## src/rtl/cdb_arbiter_pkg.sv

```systemverilog
// Shared types and constants for the CDB arbiter: requester indices, broadcast
// packet layout and the hardwired-zero tag that is never broadcast.
package cdb_arbiter_pkg;
  localparam int NUM_REQ = 4;
  localparam int TAG_W   = 6;
  localparam int DATA_W  = 32;
  localparam int CNT_W   = 16;
  localparam int PTR_W   = $clog2(NUM_REQ);

  localparam logic [TAG_W-1:0] ZERO_TAG = '0;

  typedef enum logic [PTR_W-1:0] {
    CDB_ALU = 2'd0,
    CDB_LD  = 2'd1,
    CDB_FP1 = 2'd2,
    CDB_FP2 = 2'd3
  } cdb_req_e;

  typedef struct packed {
    logic              valid;
    logic [TAG_W-1:0]  tag;
    logic [DATA_W-1:0] data;
  } cdb_packet_t;
endpackage

```

## src/rtl/cdb_arbiter_if.sv

```systemverilog
// Functional-unit result handshake plus CDB broadcast, flush and perf counter.
interface cdb_arbiter_if;
  import cdb_arbiter_pkg::*;

  logic                            flush;
  logic [NUM_REQ-1:0]              req_valid;
  logic [NUM_REQ-1:0][TAG_W-1:0]   req_tag;
  logic [NUM_REQ-1:0][DATA_W-1:0]  req_data;
  logic [NUM_REQ-1:0]              req_ready;
  logic                            cdb_valid;
  logic [TAG_W-1:0]                cdb_tag;
  logic [DATA_W-1:0]               cdb_data;
  logic [CNT_W-1:0]                conflict_cnt;

  modport master (
    output flush, req_valid, req_tag, req_data,
    input  req_ready, cdb_valid, cdb_tag, cdb_data, conflict_cnt
  );

  modport slave (
    input  flush, req_valid, req_tag, req_data,
    output req_ready, cdb_valid, cdb_tag, cdb_data, conflict_cnt
  );
endinterface

```

## src/rtl/cdb_arbiter_rr_pick.sv

```systemverilog
// Combinational round-robin picker: first set request at or after i_ptr,
// wrapping, returned both one-hot and encoded.
module cdb_arbiter_rr_pick #(
  parameter int NUM_REQ = 4,
  parameter int PTR_W   = $clog2(NUM_REQ)
) (
  input  logic [NUM_REQ-1:0] i_req,
  input  logic [PTR_W-1:0]   i_ptr,
  output logic [NUM_REQ-1:0] o_grant,
  output logic [PTR_W-1:0]   o_winner,
  output logic               o_any
);
  logic [PTR_W-1:0] w_idx;

  // Scan farthest-first so the candidate closest to i_ptr is written last.
  always_comb begin
    o_grant  = '0;
    o_winner = '0;
    o_any    = 1'b0;
    w_idx    = '0;
    for (int k = NUM_REQ - 1; k >= 0; k--) begin
      w_idx = PTR_W'((int'(i_ptr) + k) % NUM_REQ);
      if (i_req[w_idx]) begin
        o_any          = 1'b1;
        o_winner       = w_idx;
        o_grant        = '0;
        o_grant[w_idx] = 1'b1;
      end
    end
  end
endmodule

```

## src/rtl/cdb_arbiter.sv

```systemverilog
// Common Data Bus arbiter: one holding slot per functional unit, round-robin
// selection of one held result per cycle onto a registered broadcast.
module cdb_arbiter
  import cdb_arbiter_pkg::*;
(
  input  logic         clock,
  input  logic         reset,
  cdb_arbiter_if.slave cdb_bus
);
  logic [NUM_REQ-1:0]             r_hold_valid;
  logic [NUM_REQ-1:0][TAG_W-1:0]  r_hold_tag;
  logic [NUM_REQ-1:0][DATA_W-1:0] r_hold_data;
  logic [PTR_W-1:0]               r_rr_ptr;
  cdb_packet_t                    r_cdb;
  logic [CNT_W-1:0]               r_conflict_cnt;

  logic [NUM_REQ-1:0] w_grant;
  logic [NUM_REQ-1:0] w_ready;
  logic [NUM_REQ-1:0] w_accept;
  logic [PTR_W-1:0]   w_winner;
  logic [PTR_W-1:0]   w_next_ptr;
  logic               w_any;
  logic               w_multi;
  logic               w_bcast;

  cdb_arbiter_rr_pick #(.NUM_REQ(NUM_REQ), .PTR_W(PTR_W)) u_rr_pick (
    .i_req    (r_hold_valid),
    .i_ptr    (r_rr_ptr),
    .o_grant  (w_grant),
    .o_winner (w_winner),
    .o_any    (w_any)
  );

  // A slot being drained this cycle can refill at the same edge.
  assign w_ready    = (reset || cdb_bus.flush) ? '0 : (~r_hold_valid | w_grant);
  assign w_accept   = cdb_bus.req_valid & w_ready;
  assign w_multi    = $countones(r_hold_valid) >= 2;
  assign w_bcast    = w_any && (r_hold_tag[w_winner] != ZERO_TAG);
  assign w_next_ptr = (w_winner == PTR_W'(NUM_REQ - 1)) ? '0 : w_winner + PTR_W'(1);

  always_ff @(posedge clock) begin
    if (reset) begin
      r_hold_valid   <= '0;
      r_hold_tag     <= '0;
      r_hold_data    <= '0;
      r_rr_ptr       <= '0;
      r_cdb          <= '0;
      r_conflict_cnt <= '0;
    end else begin
      if (w_multi && (r_conflict_cnt != '1))
        r_conflict_cnt <= r_conflict_cnt + CNT_W'(1);
      if (cdb_bus.flush) begin
        r_hold_valid <= '0;
        r_rr_ptr     <= '0;
        r_cdb.valid  <= 1'b0;
      end else begin
        // Zero-tag winners drain their slot but leave the bus idle.
        r_cdb.valid <= w_bcast;
        if (w_bcast) begin
          r_cdb.tag  <= r_hold_tag[w_winner];
          r_cdb.data <= r_hold_data[w_winner];
        end
        if (w_any)
          r_rr_ptr <= w_next_ptr;
        for (int i = 0; i < NUM_REQ; i++) begin
          if (w_accept[i]) begin
            r_hold_valid[i] <= 1'b1;
            r_hold_tag[i]   <= cdb_bus.req_tag[i];
            r_hold_data[i]  <= cdb_bus.req_data[i];
          end else if (w_grant[i]) begin
            r_hold_valid[i] <= 1'b0;
          end
        end
      end
    end
  end

  assign cdb_bus.req_ready    = w_ready;
  assign cdb_bus.cdb_valid    = r_cdb.valid;
  assign cdb_bus.cdb_tag      = r_cdb.tag;
  assign cdb_bus.cdb_data     = r_cdb.data;
  assign cdb_bus.conflict_cnt = r_conflict_cnt;
endmodule
```

## src/flat_wrapper.sv

```systemverilog
// flat-port wrapper written by rule: the top's interface ports become plain ports
module cdb_arbiter_flat import cdb_arbiter_pkg::*;
  (clock, reset, cdb_bus_flush, cdb_bus_req_valid, cdb_bus_req_tag, cdb_bus_req_data, cdb_bus_req_ready, cdb_bus_cdb_valid, cdb_bus_cdb_tag, cdb_bus_cdb_data, cdb_bus_conflict_cnt);
  cdb_arbiter_if cdb_bus_i ();
  input  logic clock;
  input  logic reset;
  input wire logic [$bits(cdb_bus_i.flush)-1:0] cdb_bus_flush;
  input wire logic [$bits(cdb_bus_i.req_valid)-1:0] cdb_bus_req_valid;
  input wire logic [$bits(cdb_bus_i.req_tag)-1:0] cdb_bus_req_tag;
  input wire logic [$bits(cdb_bus_i.req_data)-1:0] cdb_bus_req_data;
  output wire logic [$bits(cdb_bus_i.req_ready)-1:0] cdb_bus_req_ready;
  output wire logic [$bits(cdb_bus_i.cdb_valid)-1:0] cdb_bus_cdb_valid;
  output wire logic [$bits(cdb_bus_i.cdb_tag)-1:0] cdb_bus_cdb_tag;
  output wire logic [$bits(cdb_bus_i.cdb_data)-1:0] cdb_bus_cdb_data;
  output wire logic [$bits(cdb_bus_i.conflict_cnt)-1:0] cdb_bus_conflict_cnt;
  assign cdb_bus_i.flush = cdb_bus_flush;
  assign cdb_bus_i.req_valid = cdb_bus_req_valid;
  assign cdb_bus_i.req_tag = cdb_bus_req_tag;
  assign cdb_bus_i.req_data = cdb_bus_req_data;
  assign cdb_bus_req_ready = cdb_bus_i.req_ready;
  assign cdb_bus_cdb_valid = cdb_bus_i.cdb_valid;
  assign cdb_bus_cdb_tag = cdb_bus_i.cdb_tag;
  assign cdb_bus_cdb_data = cdb_bus_i.cdb_data;
  assign cdb_bus_conflict_cnt = cdb_bus_i.conflict_cnt;
  cdb_arbiter u_core (.clock(clock), .reset(reset), .cdb_bus(cdb_bus_i));
endmodule
```

## config.mk

```make
export PLATFORM = sky130hd
export DESIGN_NAME = cdb_arbiter_flat
export DESIGN_NICKNAME = d
export VERILOG_FILES = /design/src/rtl/cdb_arbiter_pkg.sv /design/src/rtl/cdb_arbiter_if.sv /design/src/rtl/cdb_arbiter_rr_pick.sv /design/src/rtl/cdb_arbiter.sv /design/src/flat_wrapper.sv
export SDC_FILE = /design/constraint.sdc
export NUM_CORES = 1
export LEC_CHECK = 0
export ABC_CLOCK_PERIOD_IN_PS = 4100
export BUFFER_PORTS_ARGS = -buffer_cell sky130_fd_sc_hd__buf_2
export CAP_MARGIN = 15
export CORE_MARGIN = 2
export CORE_UTILIZATION = 55
export DETAILED_ROUTE_END_ITERATION = 7
export GPL_TIMING_DRIVEN = 0
export HOLD_SLACK_MARGIN = 0.08
export PLACE_DENSITY = 0.81
export RECOVER_POWER = 25
export SKIP_CTS_REPAIR_TIMING = 1
export SLEW_MARGIN = 15
export SYNTH_ARGS = -nofsm -noshare
export SYNTH_HDL_FRONTEND = slang
export SYNTH_SLANG_ARGS = --single-unit
```

## constraint.sdc

```tcl
create_clock -name clock -period 4.1 [get_ports clock]
set_input_delay 0.82 -clock clock [delete_from_list [all_inputs] [get_ports clock]]
set_output_delay 0.82 -clock clock [all_outputs]
set_load 0.05 [all_outputs]
```

==> After elaboration in Yosys (flattened, before gate mapping) <==
Cells that the tools add are included.
{ "totals": {"ramBits": 0, "mem_bits_ro": 0, "latchBits": 0, "elab_cells": 101, "in_bits": 159, "output_inout_bits": 59, "register_bits": 213, "memories": 0} }
{ "classes": {"n_mux": 42, "reduce_logical": 18, "bitwise_logic": 4, "addsub": 8, "div_mod_pow": 0, "n_shift": 0, "magnitude_cmp": 10, "mul": 0, "n_eq_ne": 2} }
{ "op_table": {"columns": ["cell", "n"], "rows": [
  ["$bmux 32 s2", 1],
  ["$add 32x32->32", 1],
  ["$ge 32x3->1 const B", 1],
  ["$mux 32", 1],
  ["$mux 1", 20],
  ["$mux 4", 5],
  ["$add 16x1->16 const B", 1],
  ["$ne 16x16->1 const B", 1],
  ["$lt 2x3->1 const B", 5],
  ["$bmux 6 s2", 1],
  ["$mux 2", 5],
  ["$reduce_and 2->1", 5],
  ["$bmux 1 s2", 4],
  ["$demux 1 s2", 4],
  ["$ge 2x1->1 const B", 4],
  ["$reduce_bool 2->1", 4],
  ["$logic_and 1x1->1", 6],
  ["$mux 6", 1],
  ["$reduce_bool 6->1", 1],
  ["$add 1x1->2", 2],
  ["$add 2x1->2 const B", 2],
  ["$add 2x2->2 const B", 2],
  ["$and 4x4->4", 1],
  ["$not 4->4", 1],
  ["5 further kinds", 5]
]} }

==> Longest topological paths before layout <==
{ "depth": {"word_depth": 13, "ltp_mapped": 12, "mapped_depth_nobuf": 9} }

==> By module <==
From an unflattened synthesis, not the netlist that was laid out.
{ "unflattened": {"hier_cells": 1067, "hier_area_um2": 9062.4} }
{ "by_module_without_submodules": {"columns": ["mod", "seq_area_each_um2", "cells_each", "area_per_inst_um2", "n_inst"], "rows": [
  ["cdb_arbiter", 4264.1, 1006, 8553.2, 1],
  ["cdb_arbiter_rr_pick", 0.0, 61, 509.2, 1]
]} }

==> Least setup slack after synthesis <==
OpenSTA, ideal clock, no wires.
{ "synth_timing": {"path_kind": "register to output", "start": "register u_core.r_rr_ptr[0]", "end": "output port cdb_bus_req_ready[2]", "path_slack_ns": 0.502, "n_path_buf": 1, "path_stages_with_launch": 10, "t_arrival_ns": 2.778, "path_cell_list": "dfxtp_1 buf_4 inv_1 ha_1 or2_2 or4_1 a21oi_1 a211o_1 nor2_1 nor2_1"} }
{ "synth_via": {"elab_chain_len": 11, "elab_cells_between_ends": 37} }
{ "synth_rtl": {"columns": ["element", "line_no", "text"], "rows": [
  ["start, declared", "cdb_arbiter.sv:13", "logic [PTR_W-1:0] r_rr_ptr;"],
  ["start signal, assigned", "cdb_arbiter.sv:64", "r_rr_ptr <= w_next_ptr;"],
  ["$add 2x2->2", "cdb_arbiter_rr_pick.sv:22", "w_idx = PTR_W'((int'(i_ptr) + k) % NUM_REQ);"],
  ["$lt 2x3->1 (implied by the code) / $ge 2x1->1 (equally long branches)", "cdb_arbiter_rr_pick.sv:27", "o_grant[w_idx] = 1'b1;"],
  ["$logic_and 1x1->1 (implied by the code)", "cdb_arbiter_rr_pick.sv:27", null],
  ["$mux 1 (implied by the code)", "cdb_arbiter_rr_pick.sv:27", null],
  ["$demux 1 s2", "cdb_arbiter_rr_pick.sv:27", null],
  ["$mux 4 (3 in a row)", "cdb_arbiter_rr_pick.sv:23", "if (i_req[w_idx]) begin"],
  ["$mux 4 (*)", "cdb_arbiter_rr_pick.sv:23", null],
  ["$or 4x4->4 (*)", "cdb_arbiter.sv:35", "assign w_ready = (reset || cdb_bus.flush) ? '0 : (~r_hold_valid | w_grant);"],
  ["$mux 4 (*)", "cdb_arbiter.sv:35", null],
  ["end, declared", "flat_wrapper.sv:11", "output wire logic [$bits(cdb_bus_i.req_ready)-1:0] cdb_bus_req_ready;"]
]} }
Every way passes the cells marked *; elsewhere a longest branch is shown, timed or not. The select of a mux whose other input is x is not followed.

==> Worst setup path in the final report <==
{ "layout_timing": {"start": "register u_core.r_rr_ptr[0]", "end": "output port cdb_bus_req_ready[1]"} }
Same word-level chain as after synthesis.

==> results.py <==
metrics = {
    "clocking": {
        "htreeDepth": 1,
        "tritoncts": "yes",
        "clk_latency_ps": 520,
        "clk_path_buf_depth": 3,
        "cts.clk_slew.worst_paths_ps": 60,
        "numCtsBuffers": 23,
        "cts_root_buffer": "clkbuf_16",
        "cts_sinks": 213,
    },
    "synthesis": {
        "syn_avg_cell_area_um2": 11.5,
        "seq_area_frac_synth": 0.434,
        "synth_top_cells_by_area": "dfxtp_1 (43%), mux2_2 (13%), nor2b_1 (9.7%)",
        "syn_area_um2": 9830,
        "synth-main-ff-cell": "dfxtp_1",
        "ys_types": 57,
        "ys_ff_latch": 213,
        "yosysTopAreaCell": "dfxtp_1",
        "synth_top_area_frac": 0.434,
        "ys_warn_count": 0,
        "async_flop_share": 0,
        "synth_cells": 853,
        "synth_edf_count": 0,
        "synth_fp_nets": 1024,
    },
    "power": {
        "powerDensity_nw_per_um2": 404,
        "finalPower_mw": 4.81,
        "leakage_nw": 5.08,
        "ir_drop_mv": 0.327,
    },
    "global_routing": {
        "track_usage": 0.269,
        "first_global_vias": 7579,
        "overflow": 0,
        "grt_pass1_wl_mm": 39.3,
        "antenna_found_initial": 4,
        "grt_max_degree": 13,
    },
    "floorplanning": {
        "boundaryPins": 218,
        "die_x_um": 138,
        "die_y_um": 138,
        "die-area_um2": 19000,
        "start_util": 0.565,
        "rows": 48,
        "core_um2": 17400,
    },
    "detailed_routing": {
        "via_per_inst": 5.68,
        "drt_iter0_drc": 356,
        "ant_nets": 0,
        "drcViolationCount": 0,
        "dr_total_vias": 7586,
        "avgRoutedWirePerCell_um": 19.5,
        "routed_wl_mm": 26.0,
        "drtPass1Iterations": 5,
    },
    "worst_setup_path": {
        "path_delay_family": "buffers and inverters",
        "r2r_slack_ps": 470,
        "crit_arrival_ps": 3170,
        "path_cells": "buf_6, clkinvlp_4, ha_4, buf_6, mux4_2, nor2b_1, a221o_1, or2_2, and2_1, clkbuf_4",
        "path_buf_inv": 4,
        "cp_data_required_time_ps": 3280,
        "critPathCaptureType": "primary output",
        "cpMaxStageDelayCell": "dfxtp_2",
        "critical_path_class": "flop to primary output",
        "start_kind": "flop",
        "slowest_delay_ps": 370,
        "worst_path_most_repeated_cell": "buf_6",
        "critPathMaxFanout": 10,
    },
    "placed_design": {
        "io_buffers": 217,
        "dp_hpwl_mm": 18.7,
        "dp_cells": 1295,
        "gp_congestion": 0.905,
    },
    "final_layout": {
        "fillers": 1361,
        "area_delta_synth_final_pct": 21.2,
        "final_core_util": 0.685,
        "nets": 1270,
        "drive_above_1_share": 0.365,
        "fin_cells": 1335,
    },
    "sta": {
        "post-route-period-util": 0.972,
        "slew_headroom": 0.494,
        "hold_viol": 0,
        "max_freq_ghz": 0.251,
        "finalSetupViolCount": 0,
        "finalClockSkew_ps": 12.2,
        "tightest_slew_ps": 759,
        "maxSlewViolCount": 0,
        "period_needed_ps": 3990,
    },
    "hold_path": {
        "hold_path_class": "flop to flop",
    },
    "flow_run": {
        "drv_cap": 0,
    },
    "run_status": {
        "status": "complete, no violations",
    },
}
==> path summary, 6_finish.rpt <==
path,from,end,cells past startpoint
worst max-delay path,u_core.r_rr_ptr[0],cdb_bus_req_ready[1],10
worst min-delay path,u_core.cdb_bus.cdb_data[14],u_core.cdb_bus.cdb_data[14],1
worst max register to register,u_core.r_rr_ptr[0],u_core.r_hold_data[118],11
worst min register to register,u_core.cdb_bus.cdb_data[14],u_core.cdb_bus.cdb_data[14],1
==> cells in the mapped netlist (8+ instances only) <==
| library cell | instances |
|---|---|
| dfxtp_1 | 213 |
| nor2b_1 | 153 |
| mux2_2 | 116 |
| a22o_1 | 39 |
| mux4_2 | 39 |
| mux2_1 | 37 |
| nor2_1 | 36 |
| clkbuf_1 | 22 |
| nand2_1 | 19 |
| buf_2 | 16 |
| inv_1 | 16 |
| buf_4 | 13 |
| ha_1 | 11 |
| a21oi_1 | 10 |
| xnor2_1 | 8 |
==> cells in the final DEF, fill, tap and decap left out, drive strengths merged, types with 5 or more instances in the layout <==
| cell type | synthesis | layout |
|---|---|---|
| ha | 11 | 11 |
| a21oi | 10 | 10 |
| nand4 | 7 | 7 |
| mux2 | 153 | 153 |
| xnor2 | 8 | 8 |
| a22o | 39 | 39 |
| dfxtp | 213 | 213 |
| buf | 35 | 200 |
| nor2b | 153 | 153 |
| mux4 | 40 | 40 |
| o21ai | 5 | 5 |
| xor2 | 5 | 5 |
| or2 | 5 | 5 |
| and2 | 5 | 5 |
| nand2 | 19 | 19 |
| nor2 | 36 | 36 |
| clkbuf | 22 | 111 |
| inv | 16 | 16 |
| a221o | 6 | 6 |
| nand3 | 5 | 5 |
==> sequential cells by signal (all words and copies together), names as in the netlist <==
| name | count |
|---|---|
| u_core.r_rr_ptr | 2 |
| u_core.cdb_bus.cdb_valid | 1 |
| u_core.r_hold_valid | 4 |
| u_core.cdb_bus.cdb_tag | 6 |
| u_core.cdb_bus.cdb_data | 32 |
| u_core.r_hold_tag | 24 |
| u_core.r_hold_data | 128 |
| u_core.cdb_bus.conflict_cnt | 16 |
==> layer usage <==
layer	share of wire	routed length, um	vias up	track usage
met5	0.00050	13	-	0
met4	0.029	743	2	0.0822
li1	-	-	3538	-
met2	0.47	12300	284	0.460
met1	0.43	11200	3709	0.340
met3	0.066	1730	53	0.0578
==> report_power, final <==
group	total (mW)	internal, mW	switching [mW]	leakage, nW
combinational	0.659	0.321	0.338	3.00
clock	1.93	1.11	0.813	0.335
sequential	2.23	2.17	0.0563	1.74
total	4.81	3.60	1.21	5.08
==> worst reg2reg max path, delay by kind of cell (launching register included) <==
family	cells	cell delay, ps
AO/OA/AOI/OAI	2	730
adder cells (fa/ha/maj)	1	330
buffers and inverters	5	1220
flip-flops	1	370
multiplexers	2	670
AND/OR/NAND/NOR	1	180
==> per-stage QoR <==
| stage | setup slack [ps] | TNS (ps) | hold WS, ps | cell area, um^2 |
|---|---|---|---|---|
| detailed placement | 317 | 0 | 460 | 11200 |
| floorplan | 502 | 0 | 547 | 9830 |
| finish | 114 | 0 | 476 | 11900 |
| CTS | -106 | -307 | 476 | 11900 |
| global route | -40.9 | -137 | 495 | 11900 |
| global placement | 344 | 0 | 451 | 11200 |
==> kinds of logic (layout without fill, tap and decap cells) <==
group | after synthesis | count (layout) | synth area share
adders and majority gates | 12 | 12 | 0.0160
xor gates and xnor gates | 13 | 13 | 0.0116
DFF | 213 | 213 | 0.434
muxes | 197 | 197 | 0.271
and+or+nand+nor | 255 | 255 | 0.150
buffers and inverters | 73 | 328 | 0.0387
AOI/OAI and AO/OA | 90 | 90 | 0.0793
other | 0 | 2 | 0
==> layout make-up <==
type	count	area, um^2	share of cell area
clock inverter	1	20.0	0.00168
inverter	16	63.8	0.00535
multi-input combinational	567	5230	0.439
buffer	57	328	0.0275
clock buffer	33	663	0.0556
antenna	2	5.00	0.000420
timing repair buffer	221	1060	0.0893
sequential	213	4270	0.358
tap	225	282	0.0236
(Power assumes the default switching activity.)
